[src/rtl/fc_mac_scheduler.sv]
// ---------------------------------------------------------------------------
// fc_mac_scheduler
//
// Sequencer for the fully-connected MAC datapath.  For every output group g
// (0..OUTNEURON/PO-1) it streams INNEURON/2 dual-port address pairs (beat k)
// to the input-neuron and weight memories.  It then lets the MAC pipeline
// drain for MAC_LAT cycles and pulses the output-neuron write for group g.
// When the last group has been written, it raises done for one cycle.
//
// Ports
//   clock        rising-edge clock
//   reset        synchronous, active-high; aborts any layer in progress
//   start        begin a layer (only looked at while idle)
//   stall        holds address issue while high (ignored outside ISSUE)
//   busy         high from the cycle after start is accepted through DONE
//   done         one-cycle pulse when the layer is complete
//   rden         read enable for both memories, both ports
//   in_addr_a/b  input-neuron addresses 2k / 2k+1
//   w_addr_a/b   weight addresses g*INNEURON + 2k / +1
//   mac_valid    accumulator input valid (rden delayed by MAC_LAT)
//   accum_sload  accumulator load (instead of add) on beat 0 of a group
//   out_wren     one-cycle write strobe for the group result
//   out_addr     group index, valid with out_wren
// ---------------------------------------------------------------------------
module fc_mac_scheduler #(
    parameter int INNEURON       = 64,
    parameter int OUTNEURON      = 16,
    parameter int PO             = 4,
    parameter int MAC_LAT        = 3,
    parameter int IN_ADDR_WIDTH  = 6,
    parameter int W_ADDR_WIDTH   = 8,
    parameter int OUT_ADDR_WIDTH = 2
) (
    input  logic                      clock,
    input  logic                      reset,
    input  logic                      start,
    input  logic                      stall,
    output logic                      busy,
    output logic                      done,
    output logic                      rden,
    output logic [IN_ADDR_WIDTH-1:0]  in_addr_a,
    output logic [IN_ADDR_WIDTH-1:0]  in_addr_b,
    output logic [W_ADDR_WIDTH-1:0]   w_addr_a,
    output logic [W_ADDR_WIDTH-1:0]   w_addr_b,
    output logic                      mac_valid,
    output logic                      accum_sload,
    output logic                      out_wren,
    output logic [OUT_ADDR_WIDTH-1:0] out_addr
);

    localparam int BEATS  = INNEURON / 2;
    localparam int GROUPS = OUTNEURON / PO;
    localparam int K_W    = (BEATS > 1)   ? $clog2(BEATS)   : 1;
    localparam int G_W    = (GROUPS > 1)  ? $clog2(GROUPS)  : 1;
    localparam int D_W    = (MAC_LAT > 1) ? $clog2(MAC_LAT) : 1;

    localparam logic [K_W-1:0] K_LAST = K_W'(BEATS - 1);
    localparam logic [G_W-1:0] G_LAST = G_W'(GROUPS - 1);
    localparam logic [D_W-1:0] D_LAST = D_W'(MAC_LAT - 1);

    typedef enum logic [2:0] {
        S_IDLE,
        S_ISSUE,
        S_DRAIN,
        S_WRITE,
        S_DONE
    } state_t;

    state_t             state_q, state_d;
    logic [K_W-1:0]     k_q, k_d;
    logic [G_W-1:0]     g_q, g_d;
    logic [D_W-1:0]     drain_q, drain_d;
    logic [MAC_LAT-1:0] pipe_valid_q, pipe_valid_d;
    logic [MAC_LAT-1:0] pipe_first_q, pipe_first_d;

    logic issuing;
    logic issue_beat;

    assign issuing    = (state_q == S_ISSUE);
    assign issue_beat = issuing && !stall;

    // Next-state and counter logic.  k and g only advance below their
    // maxima; they are cleared explicitly when a new group/layer begins.
    always_comb begin
        state_d = state_q;
        k_d     = k_q;
        g_d     = g_q;
        drain_d = drain_q;
        case (state_q)
            S_IDLE: begin
                if (start) begin
                    state_d = S_ISSUE;
                    k_d     = '0;
                    g_d     = '0;
                end
            end
            S_ISSUE: begin
                if (!stall) begin
                    if (k_q == K_LAST) begin
                        state_d = S_DRAIN;
                        drain_d = '0;
                    end else begin
                        k_d = k_q + 1'b1;
                    end
                end
            end
            S_DRAIN: begin
                if (drain_q == D_LAST) begin
                    state_d = S_WRITE;
                end else begin
                    drain_d = drain_q + 1'b1;
                end
            end
            S_WRITE: begin
                if (g_q == G_LAST) begin
                    state_d = S_DONE;
                end else begin
                    g_d     = g_q + 1'b1;
                    k_d     = '0;
                    state_d = S_ISSUE;
                end
            end
            S_DONE: begin
                state_d = S_IDLE;
            end
            default: begin
                state_d = S_IDLE;
            end
        endcase
    end

    // MAC_LAT-deep tag pipeline.  It shifts every cycle regardless of state
    // or stall, so a stalled cycle simply injects a bubble and data already
    // in flight keeps moving toward the accumulator.
    genvar gi;
    generate
        for (gi = 0; gi < MAC_LAT; gi++) begin : g_pipe
            if (gi == 0) begin : g_head
                assign pipe_valid_d[gi] = issue_beat;
                assign pipe_first_d[gi] = issue_beat && (k_q == '0);
            end else begin : g_body
                assign pipe_valid_d[gi] = pipe_valid_q[gi-1];
                assign pipe_first_d[gi] = pipe_first_q[gi-1];
            end
        end
    endgenerate

    always_ff @(posedge clock) begin
        if (reset) begin
            state_q      <= S_IDLE;
            k_q          <= '0;
            g_q          <= '0;
            drain_q      <= '0;
            pipe_valid_q <= '0;
            pipe_first_q <= '0;
        end else begin
            state_q      <= state_d;
            k_q          <= k_d;
            g_q          <= g_d;
            drain_q      <= drain_d;
            pipe_valid_q <= pipe_valid_d;
            pipe_first_q <= pipe_first_d;
        end
    end

    // Address generation.  Addresses follow the registered k/g while in
    // ISSUE (so they hold steady through a stall) and read as zero in every
    // other state, which keeps the bus quiet when idle or after reset.
    logic [IN_ADDR_WIDTH-1:0] in_even;
    logic [W_ADDR_WIDTH-1:0]  w_base;
    logic [W_ADDR_WIDTH-1:0]  w_even;

    assign in_even = IN_ADDR_WIDTH'(k_q) << 1;
    assign w_base  = W_ADDR_WIDTH'(g_q) * W_ADDR_WIDTH'(INNEURON);
    assign w_even  = w_base + (W_ADDR_WIDTH'(k_q) << 1);

    // INNEURON is even, so the A-port address is always even and the
    // B-port address is obtained by setting bit 0.
    assign in_addr_a = issuing ? in_even : '0;
    assign in_addr_b = issuing ? (in_even | IN_ADDR_WIDTH'(1)) : '0;
    assign w_addr_a  = issuing ? w_even : '0;
    assign w_addr_b  = issuing ? (w_even | W_ADDR_WIDTH'(1)) : '0;

    assign rden        = issue_beat;
    assign busy        = (state_q != S_IDLE);
    assign done        = (state_q == S_DONE);
    assign out_wren    = (state_q == S_WRITE);
    assign out_addr    = out_wren ? OUT_ADDR_WIDTH'(g_q) : '0;
    assign mac_valid   = pipe_valid_q[MAC_LAT-1];
    assign accum_sload = pipe_valid_q[MAC_LAT-1] & pipe_first_q[MAC_LAT-1];

endmodule
[config.mk]
export PLATFORM = sky130hd
export DESIGN_NAME = fc_mac_scheduler
export DESIGN_NICKNAME = d
export VERILOG_FILES = /design/src/rtl/fc_mac_scheduler.sv
export SDC_FILE = /design/constraint.sdc
export NUM_CORES = 1
export LEC_CHECK = 0
export BUFFER_PORTS_ARGS = -buffer_cell sky130_fd_sc_hd__buf_2
export CORE_UTILIZATION = 52
export CTS_CLUSTER_DIAMETER = 100
export DETAILED_ROUTE_END_ITERATION = 16
export HOLD_SLACK_MARGIN = 0.06
export PLACE_DENSITY = 0.83
export REMOVE_ABC_BUFFERS = 1
export SYNTH_ARGS = -nofsm -noshare
export SYNTH_HDL_FRONTEND = slang
export SYNTH_SLANG_ARGS = --single-unit
[constraint.sdc]
create_clock -name clock -period 4.9 [get_ports clock]
set_input_delay 0.49 -clock clock [delete_from_list [all_inputs] [get_ports clock]]
set_output_delay 0.49 -clock clock [all_outputs]
set_load 0.01 [all_outputs]
# After elaboration in Yosys (flattened, before gate mapping)
# Cells that the tools add are included.
# classes
add_sub_neg,4
multipliers,0
n_div,0
n_lt_le_gt_ge,0
eq_ne,14
n_shift,0
mux,23
n_bitwise,1
n_reduce_logical,13
# ops
operator,n
two-way mux 5 bit,4
two-way mux 8 bit,2
two-way mux 3 bit,5
one-hot mux 5 bit (3 select lines),1
two-way mux 2 bit,6
two-way mux 6 bit,2
"!= test 2 bit, second input constant",6
one-hot mux 3 bit (4 select lines),1
adder 8 x 6 -> 8 bit,1
one-hot mux 2 bit (2 select lines),2
AND reduction 4 bit,2
"== test 3 x 2 -> 1 bit, second input constant",2
nonzero test 3 bit,2
"adder 5 x 1 -> 5 bit, second input constant",1
"== test 5 bit, second input constant",1
logical NOT 5 bit,1
AND reduction 5 bit,1
"adder 2 x 1 -> 2 bit, second input constant",2
"== test 2 bit, second input constant",2
nonzero test 2 bit,2
"== test 3 x 1 -> 1 bit, second input constant",1
"== test 3 bit, second input constant",1
logical NOT 3 bit,1
AND reduction 3 bit,1
other kinds (4),5
# totals
ff_bits,18
latch_bits,0
mem_bits_rw,0
mem_bits_ro,0
out_inout_bits,36
memories,0

# Longest topological paths before layout
# depth
ltp_word,4
ltp_mapped,6

# Worst setup path after synthesis
# No wires, ideal clock.
# synth_timing
path_kind,register -> output
start,register state_q[2]
end,output port in_addr_b[4]
arrival_time_ps,1317
required_ps,4410
setup_slack_ps,3093
path_stages_with_launch,6
cell_sequence,dfxtp_1 -> or3b_1 -> buf_2 -> inv_1 -> and2_1 -> buf_4
# synth_via
elab_chain_len,2
# synth_rtl
element,line_no,text
"start, declared",69,"state_t state_q, state_d;"
"start signal, assigned",157,state_q <= state_d;
== test 3 x 1 -> 1 bit,79,assign issuing = (state_q == S_ISSUE);
via issuing,76,logic issuing;
two-way mux 6 bit,180,assign in_addr_b = issuing ? (in_even | IN_ADDR_WIDTH'(1)) : '0;
"end, declared",42,"output logic [IN_ADDR_WIDTH-1:0] in_addr_b,"
# The timed path passes the listed nets, and every way through them passes these cells.

# Final worst setup path
# layout_timing
start,register state_q[0]
end,output port w_addr_a[5]
# layout_via
elab_chain_len,2
# layout_rtl
element,line_no,text
== test 3 x 1 -> 1 bit,79,
two-way mux 8 bit,181,assign w_addr_a = issuing ? w_even : '0;
"end, declared",43,"output logic [W_ADDR_WIDTH-1:0] w_addr_a,"
# No other way between the ends.

==> reports/qor.csv <==
stage,metric,value,unit
worst_setup_path,Crit Path Max Fanout,11,
logic_synthesis,Compound-Gate Fraction of Synth Area,9.03,%
global_routing,vias in the first global route,694,
cts,TritonCTS clock tree,yes,
floorplanning,Core ar.,0.00196,sq mm
worst_setup_path,r2r setup slk,2.99,ns
placement,DP Area,0.00113,sq mm
layout,nets,150,
logic_synthesis,commonest cells in the netlist,"buf_4 (21), dfxtp_1 (18), and2_1 (7), nand2b_1 (7)",
route,routed wire length per instance,12.1,um
logic_synthesis,synthesized-area fraction occupied by and/or/nand/nor cells,30.5,%
global_routing,gr ovfl total,0,
layout,fin area,0.00117,sq mm
logic_synthesis,Ys Warns,0,
route,WL final,2010,um
logic_synthesis,Synth area leader,dfxtp_1,
worst_setup_path,CP Data Arrival Time,1.89,ns
layout,antenna cell count,0,
worst_setup_path,CP cell instances,"or3b_1, inv_1, and2_1, buf_2",
power_and_ir_drop,Lkg Pwr,0.570,nW
sta,post-route clock skew,0.00564,ns
power_and_ir_drop,Sw Ratio,24.0,%
logic_synthesis,Synth top area share,32.9,%
layout,fill cell total of the finished layout,199,
placement,cell count after placement,163,
worst_setup_path,top cell family by delay on the critical path,simple AND/OR/NAND/NOR gates,
worst_setup_path,Bufs and invs on worst path,2,
run_status,status,finished clean,
sta,final hold slack,0.446,ns
worst_setup_path,Required @ worst endpoint,4.41,ns
logic_synthesis,Mapped Cells,125,
sta,Fin Setup TNS,0,ns
logic_synthesis,Yosys cell types,34,
layout,Multi-input gate area,533,sq um
power_and_ir_drop,clock share of power,34.7,%
floorplanning,Die X,47.9,um
logic_synthesis,"Primary FF master, synth",dfxtp_1,
logic_synthesis,#FFs+latches synth,18,
global_routing,initial antenna violation count,0,
route,drt via density,5.22,
worst_setup_path,Slowest cell on crit path,or3b_1,
power_and_ir_drop,logic gate share of total power,8.8,%
route,initial DRC count,24,
placement,Post-Place Setup Slack,2.89,ns
placement,DPL Wire Length,1430,um
logic_synthesis,top post-synthesis cells by area,"dfxtp_1 (33%), buf_4 (14%), ha_1 (5.7%), and2_1 (4.0%), nand2b_1 (4.0%)",
logic_synthesis,Post-Synth Adder-Cell Area,5.71,%
route,"antenna viol nets, final",0,
placement,IO Port Bufs,37,
layout,share of post-route cells with drive strength above 1,31.4,%
flow_run,Max Cap Viol,0,
min_path,worst min path class,reg -> reg,
worst_setup_path,critical path's largest stage delay,0.54,ns
sta,unrepaired setup endpoints after global routing,no,
route,Vias,871,
logic_synthesis,"Async S/R FF share, synth",0,%
worst_setup_path,crit end category,primary output,
sta,max frequency,421,MHz
logic_synthesis,Synth Area in XOR/XNOR,0,%
floorplanning,IO Pins,40,
sta,Tmin final,2.38,ns
global_routing,maximum number of pins on one net before global-route repair,26,
route,TritonRoute pass-1 iters,4,
sta,final setup vio count,0,
logic_synthesis,most frequent cell after synthesis,buf_4,
cts,TritonCTS Buffers,3,
layout,Area Overhead vs Synth,6.97,%
cts,Post-CTS Setup Bufs,0,
logic_synthesis,share of the yosys chip area belonging to registers,32.9,%
floorplanning,row cnt,16,
cts,CTS Root Cell,clkbuf_4,
logic_synthesis,multiplexer share of the synthesized area,2.74,%
placement,Placer Congestion,0.873,
sta,"Hold Vio Cnt, Final",0,
power_and_ir_drop,Sw Pwr,64.0,uW
power_and_ir_drop,P_int,203,uW
layout,"non-filler cells, final",167,
worst_setup_path,Worst Setup Start Kind,flip-flop,
sta,Final Cycle Share,48.5,%
cts,Clock Sinks,18,
cts,worst-skew pair later-pin latency,0.29,ns
layout,register area,360,sq um
route,number of remaining DRC errors,0,
cts,cts hold-fix bufs,0,
sta,fin. max-slew vios,0,
logic_synthesis,main combinational cell family by area after synthesis,simple AND/OR/NAND/NOR gates,
cts,htree depth,1,
power_and_ir_drop,Reg power frac,56.6,%
global_routing,first-pass GRT wire length,2980,um
sta,final worst slack,2.52,ns
cts,Post-CTS Resized,0,
logic_synthesis,Post-synth EDFFs,0,
logic_synthesis,cell area after synthesis,0.00109,sq mm
cts,clock-pin slew on the worst setup and hold paths,0.11,ns
logic_synthesis,Avg Synthesized Cell Area,8.76,sq um
cts,CTS max path bufs,2,
global_routing,Tot GR Track Use,18.9,%
power_and_ir_drop,PD cells,228,mW/mm^2
worst_setup_path,crit path kind,reg -> out,
floorplanning,DIE AREA,0.00229,sq mm
power_and_ir_drop,Worst VDD drop,0.106,mV
floorplanning,starting density of the core,55.8,%
floorplanning,Die H,47.9,um
## worst paths after layout
check	cells after the start	from	endpoint
hold reg to reg	1	pipe_first_q[1]	pipe_first_q[2]
setup / recovery	4	state_q[0]	w_addr_a[5]
hold / removal	1	pipe_first_q[1]	pipe_first_q[2]
setup reg to reg	6	k_q[0]	k_q[0]
## registers in the layout (all words and copies together), names as in the netlist
| register | cells |
|---|---|
| drain_q | 2 |
| g_q | 2 |
| k_q | 5 |
| pipe_first_q | 3 |
| pipe_valid_q | 3 |
| state_q | 3 |
## cell type report
class	instances	share of cell area, %
well taps	27	2.88
clock buffers	4	3.10
flip-flops and latches	18	30.8
inverters	6	1.92
multi-input cells	75	45.5
repair buffers	37	15.8
## worst reg2reg max path, stage by stage (launching register included)
cell	delay [ns]
dfxtp_1	0.36
ha_1	0.24
and3_1	0.20
ha_1	0.24
or2_2	0.34
or4_1	0.40
o31ai_1	0.07
## layout by cell type (no fill, tap or decap), drive strengths merged, types with 3 or more instances in the layout
cell type / netlist / layout
a21oi: 3 / 3
and2: 7 / 7
buf: 23 / 37
clkbuf: 4 / 4
dfxtp: 18 / 18
ha: 5 / 5
inv: 6 / 6
mux2i: 3 / 3
nand2b: 7 / 7
nand3: 4 / 4
nor2: 6 / 6
nor2b: 5 / 5
o32ai: 3 / 3
or4: 4 / 4
## routing by layer
metal / up-vias / wire (um) / track usage (%)
met4: 0 / 10 / 8.89
met5: - / 0 / 0
met3: 2 / 99 / 3.40
met1: 401 / 935 / 25.3
met2: 30 / 970 / 29.2
li1: 438 / - / -
## power groups by stage
stage          clock (mW)  sequential (mW)  combinational (mW)
2_1_floorplan           0            0.154              0.0135
3_3_place_gp            0            0.154              0.0225
3_5_place_dp            0            0.154              0.0231
4_1_cts            0.0956            0.151              0.0234
5_1_grt             0.101            0.151              0.0261
6_report           0.0924            0.151              0.0234
## per-stage QoR
stage / power, mW / utilization (%)
6_report: 0.267 / 59.7
5_1_grt: 0.278 / 59.7
4_1_cts: 0.270 / 59.7
3_5_place_dp: 0.177 / 57.8
3_3_place_gp: 0.176 / 57.8
2_1_floorplan: 0.167 / -
## cells by family (layout without fill, tap and decap cells)
logic type                 after synthesis  count (layout)
AOI/OAI and AO/OA                       13              13
and+or+nand+nor                         52              52
buffers and inverters                   33              47
muxes                                    3               3
DFF                                     18              18
adders and majority gates                5               5
other                                    1               2
(Power assumes the default switching activity.)
